$ cat src/rtl/sp1_adder_comp_pkg.sv
// -----------------------------------------------------------------------------
// sp1_adder_comp_pkg
//   Shared constants for the SP1 adder/compare operator.
//   SP1_DW_DEFAULT : default operand/result width used by the operator
//                    and its combinational core.
//   SP1_DW_MAX     : widest operand width the operator is meant to be
//                    built with.
//   Optional feature macro used by the operator files: SP1_ADDER_COMP_SUB_EN.
// -----------------------------------------------------------------------------
package sp1_adder_comp_pkg;

  localparam int SP1_DW_DEFAULT = 32;
  localparam int SP1_DW_MAX     = 64;

endpackage : sp1_adder_comp_pkg

$ cat src/rtl/sp1_adder_comp_core.sv
// -----------------------------------------------------------------------------
// sp1_adder_comp_core
//   Purely combinational arithmetic/compare core of the SP1 adder/compare
//   operator.
//   Optional feature macro: SP1_ADDER_COMP_SUB_EN (adds difference/borrow).
//
// Ports:
//   i_a0      in  DW  operand 0, unsigned
//   i_a1      in  DW  operand 1, unsigned
//   o_sum     out DW  a0 + a1 modulo 2^DW
//   o_carry   out 1   carry-out of a0 + a1
//   o_eq      out 1   a0 == a1
//   o_gt      out 1   a0 > a1, unsigned
//   o_diff    out DW  a0 - a1 modulo 2^DW     (SP1_ADDER_COMP_SUB_EN only)
//   o_borrow  out 1   borrow of a0 - a1       (SP1_ADDER_COMP_SUB_EN only)
// -----------------------------------------------------------------------------
module sp1_adder_comp_core
  import sp1_adder_comp_pkg::*;
#(
  parameter int DW = SP1_DW_DEFAULT
) (
  input  logic [DW-1:0] i_a0,
  input  logic [DW-1:0] i_a1,
  output logic [DW-1:0] o_sum,
  output logic          o_carry,
  output logic          o_eq,
  output logic          o_gt
`ifdef SP1_ADDER_COMP_SUB_EN
  ,
  output logic [DW-1:0] o_diff,
  output logic          o_borrow
`endif
);

  // Sum is formed one bit wider so the carry falls out as the top bit.
  logic [DW:0] w_sum_ext;

  assign w_sum_ext = {1'b0, i_a0} + {1'b0, i_a1};
  assign o_sum     = w_sum_ext[DW-1:0];
  assign o_carry   = w_sum_ext[DW];

  // Both operands are plain logic vectors, so the compare is unsigned;
  // the MSB is not treated as a sign bit.
  assign o_eq = (i_a0 == i_a1);
  assign o_gt = (i_a0 > i_a1);

`ifdef SP1_ADDER_COMP_SUB_EN
  // Independent subtractor: the extension bit wraps to 1 exactly when
  // a0 < a1. gt is deliberately not derived from this borrow.
  logic [DW:0] w_diff_ext;

  assign w_diff_ext = {1'b0, i_a0} - {1'b0, i_a1};
  assign o_diff     = w_diff_ext[DW-1:0];
  assign o_borrow   = w_diff_ext[DW];
`endif

endmodule : sp1_adder_comp_core

$ cat src/rtl/sp1_adder_comp.sv
// -----------------------------------------------------------------------------
// sp1_adder_comp
//   Registered arithmetic/compare unit of the SP1 datapath operator library.
//   Each accepted operand pair yields, one cycle later, the unsigned sum with
//   carry-out, an equality flag and an unsigned greater-than flag, all
//   qualified by a single out_valid. No backpressure: one pair per cycle.
//   Optional feature macro: SP1_ADDER_COMP_SUB_EN (adds registered difference
//   d and borrow b with identical timing and reset behaviour).
//
// Ports:
//   clk        in  1   clock, all state on rising edge
//   rst        in  1   asynchronous reset, active-low
//   in_valid   in  1   operand pair valid this cycle
//   a0         in  DW  operand 0, unsigned
//   a1         in  DW  operand 1, unsigned
//   out_valid  out 1   registered results valid
//   y          out DW  registered a0 + a1 modulo 2^DW
//   c          out 1   registered carry-out of a0 + a1
//   eq         out 1   registered a0 == a1
//   gt         out 1   registered a0 > a1, unsigned
//   b          out 1   registered borrow of a0 - a1     (SP1_ADDER_COMP_SUB_EN)
//   d          out DW  registered a0 - a1 modulo 2^DW   (SP1_ADDER_COMP_SUB_EN)
// -----------------------------------------------------------------------------
module sp1_adder_comp
  import sp1_adder_comp_pkg::*;
#(
  parameter int DW = SP1_DW_DEFAULT
) (
  input  logic          clk,
  input  logic          rst,
  input  logic          in_valid,
  input  logic [DW-1:0] a0,
  input  logic [DW-1:0] a1,
  output logic          out_valid,
  output logic [DW-1:0] y,
  output logic          c,
  output logic          eq,
  output logic          gt
`ifdef SP1_ADDER_COMP_SUB_EN
  ,
  output logic          b,
  output logic [DW-1:0] d
`endif
);

  logic [DW-1:0] w_sum;
  logic          w_carry;
  logic          w_eq;
  logic          w_gt;

  logic          r_vld_p1;
  logic [DW-1:0] r_sum_p1;
  logic          r_carry_p1;
  logic          r_eq_p1;
  logic          r_gt_p1;

`ifdef SP1_ADDER_COMP_SUB_EN
  logic [DW-1:0] w_diff;
  logic          w_borrow;
  logic [DW-1:0] r_diff_p1;
  logic          r_borrow_p1;
`endif

  sp1_adder_comp_core #(
    .DW (DW)
  ) u_core (
    .i_a0     (a0),
    .i_a1     (a1),
    .o_sum    (w_sum),
    .o_carry  (w_carry),
    .o_eq     (w_eq),
    .o_gt     (w_gt)
`ifdef SP1_ADDER_COMP_SUB_EN
    ,
    .o_diff   (w_diff),
    .o_borrow (w_borrow)
`endif
  );

  // ---- stage p0 -> p1 : result registers -----------------------------------
  // Valid follows in_valid every cycle; the data registers only load on an
  // accepted pair and otherwise keep their last value. Reset clears both
  // so the outputs read zero while rst is low.
  always_ff @(posedge clk or negedge rst) begin
    if (!rst) begin
      r_vld_p1 <= 1'b0;
    end else begin
      r_vld_p1 <= in_valid;
    end
  end

  always_ff @(posedge clk or negedge rst) begin
    if (!rst) begin
      r_sum_p1   <= '0;
      r_carry_p1 <= 1'b0;
      r_eq_p1    <= 1'b0;
      r_gt_p1    <= 1'b0;
    end else if (in_valid) begin
      r_sum_p1   <= w_sum;
      r_carry_p1 <= w_carry;
      r_eq_p1    <= w_eq;
      r_gt_p1    <= w_gt;
    end
  end

`ifdef SP1_ADDER_COMP_SUB_EN
  always_ff @(posedge clk or negedge rst) begin
    if (!rst) begin
      r_diff_p1   <= '0;
      r_borrow_p1 <= 1'b0;
    end else if (in_valid) begin
      r_diff_p1   <= w_diff;
      r_borrow_p1 <= w_borrow;
    end
  end

  assign d = r_diff_p1;
  assign b = r_borrow_p1;
`endif

  assign out_valid = r_vld_p1;
  assign y         = r_sum_p1;
  assign c         = r_carry_p1;
  assign eq        = r_eq_p1;
  assign gt        = r_gt_p1;

endmodule : sp1_adder_comp

$ cat config.mk
export PLATFORM = sky130hd
export DESIGN_NAME = sp1_adder_comp
export DESIGN_NICKNAME = d
export VERILOG_FILES = /design/src/rtl/sp1_adder_comp_pkg.sv /design/src/rtl/sp1_adder_comp_core.sv /design/src/rtl/sp1_adder_comp.sv
export SDC_FILE = /design/constraint.sdc
export NUM_CORES = 1
export LEC_CHECK = 0
export BUFFER_PORTS_ARGS = -buffer_cell sky130_fd_sc_hd__buf_4
export CORE_MARGIN = 4
export CORE_UTILIZATION = 40
export CTS_CLUSTER_SIZE = 10
export DETAILED_ROUTE_END_ITERATION = 7
export PLACE_DENSITY = 0.7
export SETUP_SLACK_MARGIN = 0.2
export SYNTH_ARGS = -nofsm -noshare
export SYNTH_HDL_FRONTEND = slang
export SYNTH_SLANG_ARGS = --single-unit
$ cat constraint.sdc
create_clock -name clk -period 2.5 [get_ports clk]
set_clock_uncertainty 0.2 [all_clocks]
set_input_delay 0 -clock clk [delete_from_list [all_inputs] [get_ports clk]]
set_output_delay 0 -clock clk [all_outputs]
set_load 0.02 [all_outputs]
# --- Yosys cells after proc, flatten, opt, wreduce, memory -nomap -nowiden ---
# Cells that the tools add are included.
word_totals:
  ff_bits: 36
  elab_cells: 8
classes:
  n_addsub: 1
  n_lt_le_gt_ge: 1
  eq_ne: 1
op_table:
  columns: ["operator", "count"]
  rows:
  - ["adder 32 x 32 -> 33 bit", 1]
  - ["equality test 32 bit", 1]
  - ["greater-than comparator 32 bit", 1]

# --- Depth between registers and ports, before layout ---
depth:
  depth_word: 1
  ltp_mapped: 12

# --- Cells and area by module ---
# Synthesis repeated with hierarchy kept, for this count alone.
hier_totals:
  hier_cells: 456
  area_unflattened_um2: 4171.5
by_module_without_submodules:
  columns: ["mod", "seq_area_each_um2", "n_inst", "cells_per_inst", "area_per_inst_um2"]
  rows:
  - ["sp1_adder_comp_core", 0.0, 1, 381, 2692.6]
  - ["sp1_adder_comp", 900.9, 1, 75, 1478.9]

# --- Worst setup path after synthesis ---
# No wires, ideal clock.
synth_timing:
  path_kind: "in2reg"
  from: "input a1[6]"
  to: "register r_sum_p1[29], in the netlist y[29]"
  cell_stages: 11
  setup_slack_ns: 0.099
  arrival_time_ns: 2.070
  required_ns: 2.169
  path_cell_list: "inv_1 -> ha_1 -> buf_2 -> a211o_1 -> a211o_1 -> a31o_1 -> a31oi_4 -> a21oi_2 -> o211ai_2 -> a21oi_1 -> or3_1"
synth_between:
  elab_chain_len: 1
synth_rtl:
  columns: ["element", "line", "source"]
  rows:
  - ["start: declaration", "sp1_adder_comp.sv:33", "input logic [DW-1:0] a1,"]
  - ["adder 32 x 32 -> 33 bit", "sp1_adder_comp_core.sv:38", "assign w_sum_ext = {1'b0, i_a0} + {1'b0, i_a1};"]
  - ["end signal: assignment", "sp1_adder_comp.sv:99", "r_sum_p1 <= w_sum;"]
  - ["end: declaration", "sp1_adder_comp.sv:52", "logic [DW-1:0] r_sum_p1;"]
# Every way passes these cells.
# A chain may end at the register's enable or synchronous reset.

# --- Worst setup path after layout ---
layout_timing:
  from: "input a1[2]"
  to: "register r_sum_p1[24], in the netlist y[24]"
# The elaborated chain is that of the path after synthesis.

==> results by group <==
Status
  • Outcome: completed

Power and ir drop
  • P_int: 0.00154 W
  • NetSw: 0.000991 W
  • Switching share of power: 0.392
  • PD cells: 459 nW/um^2
  • P_leak: roughly 2.7 nW
  • Sequential power share: 0.302
  • Combinational power share: 0.522
  • Clock share of power: 0.176
  • VDD IR-drop max: roughly 0.26 mV

Clock tree
  • CTS buffer count: 5
  • CTS sink count: 36
  • Clk_lat worst skew: 0.28 ns
  • Clock slew at reported path FFs: around 0.080 ns
  • Root buffer cell: clkbuf_8
  • H-tree depth: 2
  • CTS tree: done
  • CTS Buffer Depth: 2

Logic synthesis
  • Most common cell in the netlist: a21oi_1
  • Mapped Nets: 615
  • Mapped Area: 3890 um^2
  • Area contributors post-synth: dfrtp_1 23%, ha_1 21%, a21oi_1 8.7%, inv_1 6.3%, nor2_1 5.4%
  • Number of distinct library cells after synthesis: 58
  • Largest family of logic cells by synthesized area: compound AO/OA/AOI/OAI gates
  • Synth Area in Compound Gates: 0.241
  • Most area-hungry cell type in the Yosys netlist: dfrtp_1
  • Commonest register cell after synthesis: dfrtp_1
  • Top cell type's share of synthesized area: 0.232
  • Share of synthesized registers carrying an async set or reset: 1.00
  • Commonest cells post-synth: 68 x a21oi_1, 65 x inv_1, 64 x ha_1
  • Mapped Cells: 483
  • Sequential-to-total area share from yosys stat: 0.232
  • Simple-gate share of the synthesized area: 0.157
  • Synth Register Bits: 36
  • Post-Synth Adder-Cell Area: 0.211
  • Multiplexer area fraction after synthesis: 0.0196
  • Xor/xnor share of the synthesized area: 0.0585
  • Syn. warnings: 0
  • Mapped Avg Cell Area: 8.05 um^2
  • Post-synth EDFFs: 0

Floorplanning
  • Die Height: 107 um
  • Die area: 11,400 um^2
  • Die X: about 110 um
  • Ports: around 100
  • FP Rows: 35
  • Initial Util: 0.415
  • Core box area: 9370 um^2

STA
  • Final setup margin: 0.286 ns
  • Final count of pins violating max slew: 0
  • Rel. slew slack: 0.594
  • Tmin final: 2.21 ns
  • Slew @ Worst Pin: 0.603 ns
  • Final setup fails: 0
  • Worst hold slack: 0.0109 ns
  • Final Hold Viols: 0
  • Fmax: 452 MHz
  • Final clock period utilization by the worst path: 0.886
  • Unrepaired setup endpoints after global routing: yes

Critical path
  • CP Data Required Time: 2.48 ns
  • RR Startpoint: y[21]
  • Startpoint types: input pin
  • Worst EP arrival: 2.19 ns
  • Crit Path Class: input pin to flip-flop
  • CP Capture Type: flip-flop
  • CP Max Fanout: 3
  • Register-to-Register Setup Slack: between 1 and 1.5 ns
  • Worst Setup SP: a1[2]

GRT
  • GRT Resource Usage Total: 0.187
  • Largest net degree at the start of global routing: 44
  • GR Overflow Total: 0
  • Met2 Use GR: 0.330
  • Initial antenna violation count: 0
  • Met1 GRT Util: 0.246
  • Number of global-route vias before repair: 3,859
  • First-pass GRT wire length: about 18,000 um
  • Met3 GRT Util: 0.0271
  • GRT busiest layer: met2

Route
  • DRT iter0 DRCs: 127
  • Antenna Nets Post-Route: 0
  • DR vias/cell: 5.10
  • Drt pass-1 iters: 4
  • Wire per inst: around 14 um
  • Via count: 3,904
  • DRC: 0
  • Routed wire length: 10,900 um

Worst hold path
  • Hold Path Class: input pin to flip-flop
  • Min-delay src: a1[30]

Finish
  • # nets final: 767
  • Seq. cell area: 901 um^2
  • Antenna cells: 0
  • Layout cells sized above 1: 0.322
  • Synthesis-to-layout area growth: 41.6%
  • Multi-input combinational cell area: 2870 um^2
  • Fillcell total: 891
  • Post-Route Utilization: 0.588

Run
  • Max-cap violations: 0

Place
  • Port buffer count: between 100 and 150
  • GPL Wtd Cong: 0.907
  • Post-place setup slack: -0.225 ns
  • Final HPWL DP: 8880 um
## registers in the layout, summed over array words and instances, names as in the netlist
name / cells
out_valid: 1
eq: 1
y: 32
gt: 1
c: 1
## critical path: stages
cell and delay (ns):
buf_4 0.11, inv_1 0.09, ha_4 0.21, nand2b_4 0.15
a2111oi_4 0.44, o21ai_2 0.14, a31oi_2 0.21, nand4_1 0.18
a21boi_1 0.18, o31ai_1 0.09, xnor2_1 0.13, mux2_2 0.26
## layout by cell type, fill, tap and decap left out, drive strengths merged, types with 10 or more instances in the layout
cell type	netlist	final
nand4	10	10
xnor2	23	23
inv	66	66
nand2	12	12
dfrtp	36	36
a21oi	69	69
nor2	56	56
buf	4	155
ha	64	64
o21ai	18	18
## power by group through the flow
| stage | Clock (W) | Combinational, W | Sequential, W |
|---|---|---|---|
| 6_report | 0.000446 | 0.00132 | 0.000764 |
| 3_5_place_dp | 0 | 0.00126 | 0.000775 |
| 5_1_grt | 0.000490 | 0.00145 | 0.000779 |
| 4_1_cts | 0.000461 | 0.00128 | 0.000764 |
| 3_3_place_gp | 0 | 0.00124 | 0.000774 |
| 2_1_floorplan | 0 | 0.000581 | 0.000900 |
## cell type report
cell class / count / area share
flip-flops and latches: 36 / 0.164
inverters: 66 / 0.0450
repair buffers: 162 / 0.225
well taps: 129 / 0.0293
clock inverters: 2 / 0.00182
multi-input cells: 364 / 0.520
clock buffers: 6 / 0.0150
## metrics by stage
| stage | power [W] | cells | TNS, ns | area, um^2 |
|---|---|---|---|---|
| after detailed placement | 0.00203 | 745 | -0.760 | 5140 |
| after floorplan | 0.00148 | 483 | 0 | 3920 |
| final | 0.00253 | 765 | 0 | 5510 |
| after global routing | 0.00271 | 765 | 0 | 5510 |
| after CTS | 0.00250 | 762 | 0 | 5320 |
| after global placement | 0.00201 | 745 | -0.420 | 5140 |
## cell families after synthesis
group	after synthesis
AO/OA/AOI/OAI	143
XOR/XNOR	26
adder cells (fa/ha/maj)	65
buffers and inverters	83
flip-flops	36
multiplexers	7
AND/OR/NAND/NOR	123
## final timing paths
check                         to  depth (start not counted)
max                        y[24]                         12
min                        y[31]                          4
max reg2reg                y[21]                          3
min reg2reg                   gt                          1
max in group asynchronous   y[7]                          2
min in group asynchronous  y[31]                          2
## timing repair
action,CTS,global route
resized for setup,1,25
buffers inserted,2,3
pin swaps,1,24
setup endpoints to repair,3,12
hold buffers,7,0
endpoints found under the hold margin,51,0
## per-layer routing
metal | routed length, um | vias up
li1 | - | 1979
met1 | 4880 | 1820
met2 | 5400 | 97
met3 | 508 | 8
met4 | 117 | 0
met5 | 0 | -
Power figures use the tool's default switching activity.
